<file path="src/rtl/dff_fifo.sv">
// Ready/valid FIFO feeding the dff stage; head word is read combinationally from storage.
// Define DFF_FIFO_BYPASS_EN to let a word fall straight through an empty FIFO in the same cycle.
module dff_fifo #(
  parameter int Width = 4,
  parameter int Depth = 4
) (
  input  logic                       clk_i,
  input  logic                       rst_ni,
  input  logic                       valid_i,
  output logic                       ready_o,
  input  logic [Width-1:0]           i,
  output logic                       valid_o,
  input  logic                       ready_i,
  output logic [Width-1:0]           o,
  output logic [$clog2(Depth):0]     count_o
);

  localparam int PW = $clog2(Depth);
  localparam int CW = PW + 1;
  localparam logic [CW-1:0] FULL_COUNT = CW'(Depth);

  logic [Width-1:0] mem [Depth];

  logic [PW-1:0] wr_ptr_reg, wr_ptr_next;
  logic [PW-1:0] rd_ptr_reg, rd_ptr_next;
  logic [CW-1:0] count_reg, count_next;

  logic empty, full, push, pop, fall_through;

  always_comb begin
    empty = (count_reg == '0);
    full  = (count_reg == FULL_COUNT);
`ifdef DFF_FIFO_BYPASS_EN
    fall_through = empty && valid_i;
`else
    fall_through = 1'b0;
`endif
    // A fall-through word consumed in the same cycle never touches storage.
    push = valid_i && !full && !(fall_through && ready_i);
    pop  = !empty && ready_i;

    ready_o = !full;
    valid_o = !empty || fall_through;
    if (!empty)
      o = mem[rd_ptr_reg];
    else if (fall_through)
      o = i;
    else
      o = '0;
    count_o = count_reg;
  end

  always_comb begin
    wr_ptr_next = wr_ptr_reg;
    rd_ptr_next = rd_ptr_reg;
    count_next  = count_reg;
    if (push)
      wr_ptr_next = wr_ptr_reg + 1'b1;
    if (pop)
      rd_ptr_next = rd_ptr_reg + 1'b1;
    if (push && !pop)
      count_next = count_reg + 1'b1;
    else if (pop && !push)
      count_next = count_reg - 1'b1;
  end

  always_ff @(posedge clk_i or negedge rst_ni) begin
    if (!rst_ni) begin
      wr_ptr_reg <= '0;
      rd_ptr_reg <= '0;
      count_reg  <= '0;
    end else begin
      wr_ptr_reg <= wr_ptr_next;
      rd_ptr_reg <= rd_ptr_next;
      count_reg  <= count_next;
    end
  end

  // Storage is deliberately left unreset; empty-state output is forced to zero above.
  always_ff @(posedge clk_i) begin
    if (push)
      mem[wr_ptr_reg] <= i;
  end

endmodule

</file>
<file path="config.mk">
export PLATFORM = sky130hd
export DESIGN_NAME = dff_fifo
export DESIGN_NICKNAME = d
export VERILOG_FILES = /design/src/rtl/dff_fifo.sv
export SDC_FILE = /design/constraint.sdc
export NUM_CORES = 1
export LEC_CHECK = 0
export ABC_AREA = 1
export BUFFER_PORTS_ARGS = -buffer_cell sky130_fd_sc_hd__buf_2
export CORE_ASPECT_RATIO = 2
export CORE_MARGIN = 5
export CORE_UTILIZATION = 30
export DETAILED_ROUTE_END_ITERATION = 10
export PLACE_DENSITY = 0.52
export SYNTH_ARGS = -nofsm -noshare
export SYNTH_HDL_FRONTEND = slang
export SYNTH_SLANG_ARGS = --single-unit
</file>
<file path="constraint.sdc">
create_clock -name clk_i -period 2.05 [get_ports clk_i]
set_input_delay 0.1025 -clock clk_i [delete_from_list [all_inputs] [get_ports clk_i]]
set_output_delay 0.1025 -clock clk_i [all_outputs]
set_load 0.01 [all_outputs]
</file>
======== Word level (Yosys, flattened, before mapping) ========
Memory sizes are Yosys's and may differ from the RTL's.
Index checks and enable logic that the tools add are counted.
storage, ports and cells
  memory bits (writable) .................. 16
  bits in latches ......................... 0
  register bits after elaboration ......... 7
  memories kept ........................... 1
  output and inout bits ................... 9
  bits in read-only memories .............. 0
  input bits .............................. 8
  word-level logic and storage cells ...... 24
memory list
  memory  words  bits a word  read ports  clocked after Yosys merged registers in  wr ports  line  RTL
  mem     4      4            1           0                                        1         22    logic [Width-1:0] mem [Depth];
cells by class
  multiplexer cells ....................... 5
  reduce and logical (&&, ||, !) cells .... 10
  $lt $le $gt $ge ......................... 0
  bitwise gates (word level) .............. 0
  eq/ne operators ......................... 1
  divide/modulo/power cells ............... 0
  shift operators ......................... 0
  multiply operators ...................... 0
  add/sub/neg operators ................... 4
operators by type and width
  cell                   count
  $mux W3                2
  $add A2 B1 Y2 const B  2
  $logic_and A1 B1 Y1    4
  $logic_not A1 Y1       4
  $mux W4                1
  $add A3 B1 Y3 const B  1
  $eq A3 B3 Y1 const B   1
  $logic_not A3 Y1       1
  $sub A3 B1 Y3 const B  1
  $mux W1                2
  $reduce_bool A2 Y1     1

======== Logic depth before layout (Yosys ltp) ========
Gate-level depths: netlist of run 1.
  word-level depth ........................ 7
  gate-level depth with buffers ........... 12
  mapped depth without buffers ............ 12

======== Worst setup path before layout of run 1 ========
No wires, ideal clock.
  path type ............................... reg2reg
  start point ............................. register count_reg[0], in the netlist count_o[0]
  end point ............................... register count_reg[1], in the netlist count_o[1]
  cell stages (with the launch flop) ...... 10
  clock period less this slack ............ 1.761 ns
  buffers on the path ..................... 0
  setup slack ............................. 0.289 ns
  data arrival time ....................... 1.634 ns
  required time ........................... 1.923 ns
  setup time .............................. 0.127 ns
  path through ............................ dfrtp_1 > inv_1 > nand3_2 > nand2_4 > inv_2 > ha_1 > inv_1 > fa_1 > nand2_1 > o21ai_0
on the way
  elaborated cells on any way between the ends .. 15
  classes of those cells .................. add/sub (2); eq/ne (1); mux (2); reduce/logical (10)
RTL lines
  element                  line  RTL
  start, declared          26    logic [CW-1:0] count_reg, count_next;
  start signal, assigned   75    count_reg <= count_next;
  $eq A3 B3 Y1             32    full = (count_reg == FULL_COUNT);
  $logic_not A1 Y1         --
  named net ready_o        10    output logic ready_o,
  $logic_and A1 B1 Y1      39    push = valid_i && !full && !(fall_through && ready_i);
  named net push           28    logic empty, full, push, pop, fall_through;
  $logic_and A1 B1 Y1      61    if (push && !pop)
  $mux W3                  61
  named net count_next[1]  26
The timed path passes the listed nets, and every way through them passes these cells. The select of a mux whose other input is x is not followed.
A chain may end at the register's enable or synchronous reset.

======== Final worst setup path of run 1 ========
  start point ............................. register count_reg[0], in the netlist count_o[0]
  end point ............................... register count_reg[2], in the netlist count_o[2]
on the way
  cells in the longest elaborated chain, start to end .. 6
  elaborated cells on any way between the ends .. 15
  classes of those cells .................. add/sub (2); eq/ne (1); mux (2); reduce/logical (10)
ends and longest elaborated chain
  element
  branches (longest 6 deep; another with $sub A3 B1 Y3)
Several ways; the timed one is not identified. The select of a mux whose other input is x is not followed.

==> results of run 1 <==
layer usage:
| metal | vias to the layer above | GRT usage [%] |
|---|---|---|
| li1 | 404 | - |
| met5 | - | 0 |
| met4 | 0 | 4.13 |
| met2 | 12 | 18.3 |
| met1 | 363 | 7.75 |
| met3 | 4 | 1.84 |
worst max-delay path, cell delays in order (launching register included):
cell and delay, ns:
dfrtp_1 0.44, inv_1 0.12, nand3_2 0.15, nand2_4 0.12, ha_1 0.17, inv_1 0.07, fa_1 0.38, nand2_1 0.11
nand3_1 0.08, nand2_1 0.06, nand2_1 0.05
how the worst min path moves through the flow:
stage,from,slack (ns),endpoint
5_1_grt,i[2],0.05,mem[1][2]
6_report,i[1],0.05,mem[1][1]
3_5_place_dp,rst_ni,-0.05,rd_ptr_reg[0]
3_3_place_gp,rst_ni,-0.06,rd_ptr_reg[0]
4_1_cts,i[1],0.05,mem[3][1]
2_1_floorplan,rst_ni,-0.19,count_o[0]
cell type report:
type                            count  area share, %
Timing Repair Buffer               17           6.75
Inverter                           32           9.01
Tap cell                           51           4.78
Sequential cell                    23           49.2
Clock buffer                        3           3.10
Clock inverter                      1          0.375
Multi-Input combinational cell     63           26.8
synthesized netlist by cell type:
cell type | instances | area share [%]
inv_2 | 3 | 0.98
nor2_1 | 4 | 1.3
o21ai_1 | 1 | 0.43
nand2_4 | 2 | 2.0
o21ai_0 | 1 | 0.43
dfrtp_1 | 7 | 15
nand3_1 | 11 | 4.8
nand2_1 | 29 | 9.4
edfxtp_1 | 16 | 42
nand4_1 | 1 | 0.54
buf_4 | 1 | 0.65
fa_1 | 1 | 1.7
xnor2_1 | 2 | 1.5
buf_6 | 1 | 0.98
ha_1 | 5 | 5.4
nand3_2 | 2 | 1.7
inv_1 | 29 | 9.4
a21oi_1 | 4 | 1.7
report_power, final:
| part | switching, W | leakage [nW] | total (W) | internal [W] |
|---|---|---|---|---|
| Sequential | 0.000123 | 0.231 | 0.000761 | 0.000638 |
| Clock | 0.000136 | 0.0255 | 0.000271 | 0.000135 |
| Combinational | 0.000488 | 0.397 | 0.000796 | 0.000308 |
stage by stage:
step	hold slack, ns	instances	util, %	area, sq um
after floorplan	-0.193	120	-	1150
after global placement	-0.0580	185	33.6	1280
after detailed placement	-0.0500	185	33.6	1280
after CTS	0.0550	190	35.1	1330
after global routing	0.0509	190	35.1	1330
final	0.0528	190	35.1	1330
logic make-up after synthesis:
| logic type | share of synthesized area, % |
|---|---|
| AOI/OAI and AO/OA | 2.61 |
| buffers and inverters | 12.1 |
| DFF | 56.9 |
| and+or+nand+nor | 19.8 |
| xor gates and xnor gates | 1.52 |
| adders and majority gates | 7.17 |
==> results.md, run 1 <==
Run status:
- The run finished with clean final reports.

Clocking:
- The clock tree buffer depth is 2.
- The post-CTS setup buffer count is 0.
- Clock-pin slew was measured on the worst setup and hold paths at 0.08 ns.
- The number of hold buffers added after CTS is 1.
- Once the clock tree was built, the resizer swapped 0 gates to a different size.
- The number of sinks handled by clock tree synthesis is 23.
- TritonCTS created 3 clock buffers.
- The H-tree depth reported by CTS is 1.
- Clock tree synthesis selected as its root buffer the cell clkbuf_8.
- The worst-skew pair later-pin latency is 0.26 ns.
- The CTS tree is built.

Worst setup path:
- The required time of the critical path is 2.21 ns.
- The worst setup path is of the register to register kind.
- The reg2reg setup slack is ~0.2 ns.
- The sort of element at the start of the critical path is a register.
- The endpoint identified for the worst register-to-register timing path is count_o[2].
- The number of cell instances on the worst register-to-register path is 10.
- The beginning of the worst register-to-register path is count_o[0].
- The data arrival time of the worst path is 2.01 ns.
- In this run the worst setup path terminates at count_o[2].
- The type of destination of the critical path is a register.
- Along the worst path, the maximum fanout reaches 4.
- The launching element of the worst setup path is count_o[0].

GRT:
- The wire length of the first global-routing pass is 3580 um.
- For this run the aggregate overflow at the end of global routing stands at 0.
- For this run, the total global-route usage over all layers was measured as 9.24%.
- The initial antenna violation count is 0.
- The largest net degree at the start of global routing is 14.
- The number of global-route vias before repair is 877.

STA:
- Derived from the worst setup path, the maximum achievable clock frequency is between 0.5 and 0.6 GHz.
- The number of max-slew violations in the final report is 0.
- Once routing completed, OpenROAD measured the worst setup slack at slightly above 0.2 ns.
- Setup total negative slack on the finished layout was measured at 0 ns.
- The hold violation total from the final report is 0.
- The worst setup skew after layout is 0.00475 ns.
- The fraction of the cycle the final worst path needs is 90.2%.
- After layout, the minimum clock period comes to 1.85 ns.
- At the pin with the least slew margin, the transition time is 0.416 ns.
- Setup repair after global routing left no endpoint under its margin.
- Measured against its own limit, the worst slew margin works out to 72.2%.
- Setup violations remaining at the end of the flow were counted as 0.

Yosys:
- The distinct cell type count of the synthesized netlist is 18.
- After synthesis, flip-flops and latches occupy 56.9% of the total area.
- In the synthesized netlist, the number of instances is 120.
- The average cell area after synthesis is about 9.6 sq um.
- The post-synthesis cell area is 1150 sq um.
- The synthesized flop and latch total is 23.
- The number of nets in the synthesized netlist is ~130.
- The total number of yosys warnings is 0.

Detailed routing:
- The final layout contains routed wiring with a total length of 2100 um.
- Wire segments on met2 add up to ~1300 um in the final route.
- The initial DRC count is 11.
- The per-cell routed wire length is 11.0 um.
- In the routed layout, each cell is associated on average with a via count of 4.12.
- The uppermost layer routed is met4.
- For this block, the via count after detailed routing is 783.
- After detailed routing, the wire length on met1 is roughly 710 um.
- The pre-antenna-repair detailed-routing pass consisted of 4 iterations.
- In this run the remaining antenna-violating nets after routing total 0.
- The routed design uses approximately 58 um of met3 wire.
- The number of DRC violations after detailed routing is 0.

Power:
- The completed layout was analyzed and its total power is 0.00183 W.
- The total power density per cell area is 1370 nW/um^2.
- IR analysis of the VDD net gives a maximum drop of approximately 0.00047 V.
- The total leakage power is roughly 0.65 nW.

Final layout:
- The library cells used most frequently in the layout, excluding fill and tap cells, are 29 x inv_1, 29 x nand2_1, 16 x buf_2, 16 x edfxtp_1, 11 x nand3_1.
- At the end of the flow, the number of nets in the layout was 154.
- Summing all flip-flop and latch instances after layout gives around 660 sq um.
- The antenna cell count is 0.
- The ratio of cells with drive above 1 in the final layout is 19.4%.
- The relative area change from synthesis to final layout is 15.7%.
- The filler cells instantiated in the layout total a little under 400.
- The register with the most flip-flops in the layout has 16 of them.
- Ranked by flip-flop count, first place goes to mem.
- The area of the multi-input gates is around 360 sq um.

Die:
- The initial core utilization is 30.3%.
- The die boundary height is 97.7 um.
- The area of the die is 5260 sq um.
- The number of placement rows is 32.
- 17 I/O pins were placed.
- The die width is 53.8 um.
- The floorplan step defined a core boundary enclosing 3800 sq um.

Hold path:
- The tightest min-delay check is of the input port to register type.
- The cell depth of the worst min-delay path is 1.

Place:
- Once detailed placement completed, the half-perimeter wirelength came to 1730 um.
- The port buffer count is 16.
- The minimum setup slack after placement is 0.226 ns.
- The congestion estimate from routability-driven global placement came to 0.770.

Job:
- Max-cap violations in this run came to 0.
Note: power is estimated with default switching activity, not from simulation.
==> inputs of run 2 (changes only) <==
Settings changed: PLACE_DENSITY 0.52 to 0.43, SETUP_SLACK_MARGIN set to 0.1.
Clock period 2.05 ns to 2.3 ns, I/O delays scaled along.
==> run 2 against run 1 <==
Against the previous run:
- sequential share of layout area did not move
- first-iteration DRC count shrank 9.1%
- non-clock buffer count did not move
- die area unchanged
- combinational power fell by 12%
- fmax is 1.6% higher
- critical path depth unchanged
- clock skew is 0.00065 ns lower
- count of clock-buffer cells in the layout did not move
- register-to-register slack better by 0.28 ns
- via count is 3.4% higher
- critical path type unchanged
- highest routed layer unchanged
==> results.md, run 2 (same netlist as run 1, synthesis figures left out) <==
Run status:
- Result of the run: finished, final reports clean (unchanged).

Final layout:
- Highest-count cells in the layout ignoring fill and taps: 29 x inv_1, 29 x nand2_1, 16 x buf_2, 16 x edfxtp_1, 11 x nand3_1 (unchanged).
- The number of flip-flops under the largest register name is 16 (unchanged).
- The post-route cell area is 1330 sq um (unchanged).
- The antenna cell count is 0 (unchanged).
- The relative area change from synthesis to final layout is 15.7% (unchanged).
- The number of nets in the layout is 154 (unchanged).
- The ratio of cells with drive above 1 in the final layout is 19.4% (unchanged).
- The register with the most flip-flops was mem (unchanged).

Detailed routing:
- The number of vias in the routed layout is 810 (was 783).
- The post-detailed-route via-to-cell ratio is 4.26 (was 4.12).
- The per-cell routed wire length is 11.4 um (was 11.0 um).
- The detailed-route wire length is 2170 um (was 2100 um).
- The total iterations of the first detailed-routing run is 4 (unchanged).
- The initial DRC count was 10 (was 11).
- The number of DRC violations after detailed routing is 0 (unchanged).
- The count of antenna-violating nets left after detailed routing is 0 (unchanged).

Job:
- The number of max-capacitance violations reported is 0 (unchanged).

Worst setup path:
- The required time of the critical path came to 2.46 ns (was 2.21 ns).
- Critical path, cell by cell: inv_1 > nand3_2 > nand2_4 > ha_1 > inv_1 > fa_1 > nand2_1 > nand3_1 > nand2_1 > nand2_1 (unchanged).
- The critical path buffer and inverter count is 2 (unchanged).
- The delay of the slowest cell on the worst path was 0.43 ns (was 0.44 ns).
- The critical path's most frequent cell is nand2_1 (unchanged).
- The type of destination of the critical path is a register (unchanged).
- The sort of element at the start of the critical path was a register (unchanged).
- The data arrival time of the worst path is 1.98 ns (was 2.01 ns).
- The cell type group with the largest total delay on the critical path is simple AND/OR/NAND/NOR gates (unchanged).
- The startpoint-to-endpoint class of the critical path was register to register (unchanged).
- The maximum fanout along the worst path came to 4 (unchanged).
- The slowest cell on the critical path is dfrtp_1 (unchanged).

STA:
- The slack of the critical path is 0.480 ns (was 0.201 ns).
- The count of endpoints failing setup in the final report is 0 (unchanged).
- The total negative slack for setup checks was 0 ns (unchanged).
- The hold violation total from the final report came to 0 (unchanged).
- Setup repair after global routing missed its margin: false (unchanged).
- The headroom to the max-slew limit is 70.0% (was 72.2%).
- The worst setup skew after layout is 0.00410 ns (was 0.00475 ns).
- The number of max-slew violations in the final report came to 0 (unchanged).
- The pin slew with the least headroom to its limit is 0.448 ns (was 0.416 ns).
- The shortest period the worst path allows is 1.82 ns (was 1.85 ns).
- The highest attainable clock frequency is 0.549 GHz (was 0.541 GHz).
- The fraction of the cycle the final worst path needs is 79.1% (was 90.2%).

Power:
- The worst IR drop on VDD is 0.000569 V (was 0.000471 V).
- The total power density per cell area is 1220 nW/um^2 (was 1370 nW/um^2).
- The total leakage power is 0.654 nW (unchanged).

Place:
- The minimum setup slack after placement was 0.484 ns (was 0.226 ns).
- The cell area after placement was 1280 sq um (unchanged).
- The final weighted congestion of routability-driven global placement is 0.723 (was 0.770).
- The half-perimeter wire length after detailed placement was 1780 um (was 1730 um).
- The port buffer count is 16 (unchanged).

Die:
- The area of the core was 3800 sq um (unchanged).
- The number of placement rows is 32 (unchanged).
- The count of pins on the block boundary is 17 (unchanged).
- The initial core utilization was 30.3% (unchanged).
- The die boundary height is 97.7 um (unchanged).
- The area of the die is 5260 sq um (unchanged).
- The die width is 53.8 um (unchanged).

Clocking:
- The post-cts resize count is 0 (unchanged).
- The clock transition time at the flip-flop clock pins of the worst setup and hold paths is 0.08 ns (about the same).
- The worst-skew pair later-pin latency is 0.26 ns (about the same).
- The H-tree depth reported by CTS is 1 (unchanged).
- The number of sinks handled by clock tree synthesis is 23 (unchanged).
- The number of hold buffers added after CTS is 1 (unchanged).
- The CTS root buffer was clkbuf_8 (unchanged).
- The clock tree buffer depth came to 2 (unchanged).
- The post-CTS setup buffer count is 0 (unchanged).
- The number of buffers inserted during clock tree synthesis is 3 (unchanged).
- The CTS tree is built (unchanged).

Hold path:
- The class of the most critical hold timing path was input port to register (unchanged).

GRT:
- The overall fraction of global-route tracks in use is 9.96% (was 9.24%).
- The largest net degree at the start of global routing came to 14 (unchanged).
- The wire length of the first global-routing pass is 3950 um (was 3580 um).
- The total congestion overflow was 0 (unchanged).
- The initial antenna violation count is 0 (unchanged).
- The number of global-route vias before repair came to 926 (was 877).
-- run 2: cell counts in the layout (fill, tap and decap cells not counted) --
Identical to the previous run, type by type.
-- run 2: final timing paths --
kind                                 start    endpoint  slack [ns]  cells after the start
worst min register to register  count_o[0]  count_o[0]        0.55                      1
worst max register to register  count_o[0]  count_o[2]        0.48                     10
max in group asynchronous           rst_ni  count_o[2]        1.93                      2
worst max-delay path            count_o[0]  count_o[2]        0.48                     10
worst min-delay path                  i[3]   mem[0][3]        0.07                      1
min in group asynchronous           rst_ni  count_o[0]        0.21                      2
-- run 2: metal layers --
layer | GRT usage, % | routed length, um | vias to the layer above
met2 | 17.6 | 1240 | 14
li1 | - | - | 403
met4 | 4.72 | 27 | 0
met5 | 0 | 0 | -
met1 | 11.0 | 838 | 391
met3 | 1.23 | 63 | 2
-- run 2: cell type report --
class,instances,area [sq um]
clock inverter,1,5.00
clock buffer,3,41.3
inverter,32,120
tap,51,63.8
fill,407,2470
timing repair buffer,17,90.1
sequential,23,656
multi-input combinational,63,358
-- run 2: per-stage QoR --
| stage | std cells | hold WS [ns] | power [W] | utilization, % |
|---|---|---|---|---|
| after floorplan | 120 | -0.181 | 0.00119 | - |
| after global placement | 185 | -0.0387 | 0.00140 | 33.6 |
| after detailed placement | 185 | -0.0350 | 0.00141 | 33.6 |
| after CTS | 190 | 0.0673 | 0.00166 | 35.1 |
| after global routing | 190 | 0.0697 | 0.00180 | 35.1 |
| final | 190 | 0.0719 | 0.00162 | 35.1 |
-- run 2: power by group --
group	internal, W	switching [W]	total (W)
registers	0.000569	0.000112	0.000681
logic	0.000271	0.000428	0.000699
clock network	0.000121	0.000122	0.000243
total	0.000960	0.000663	0.00162
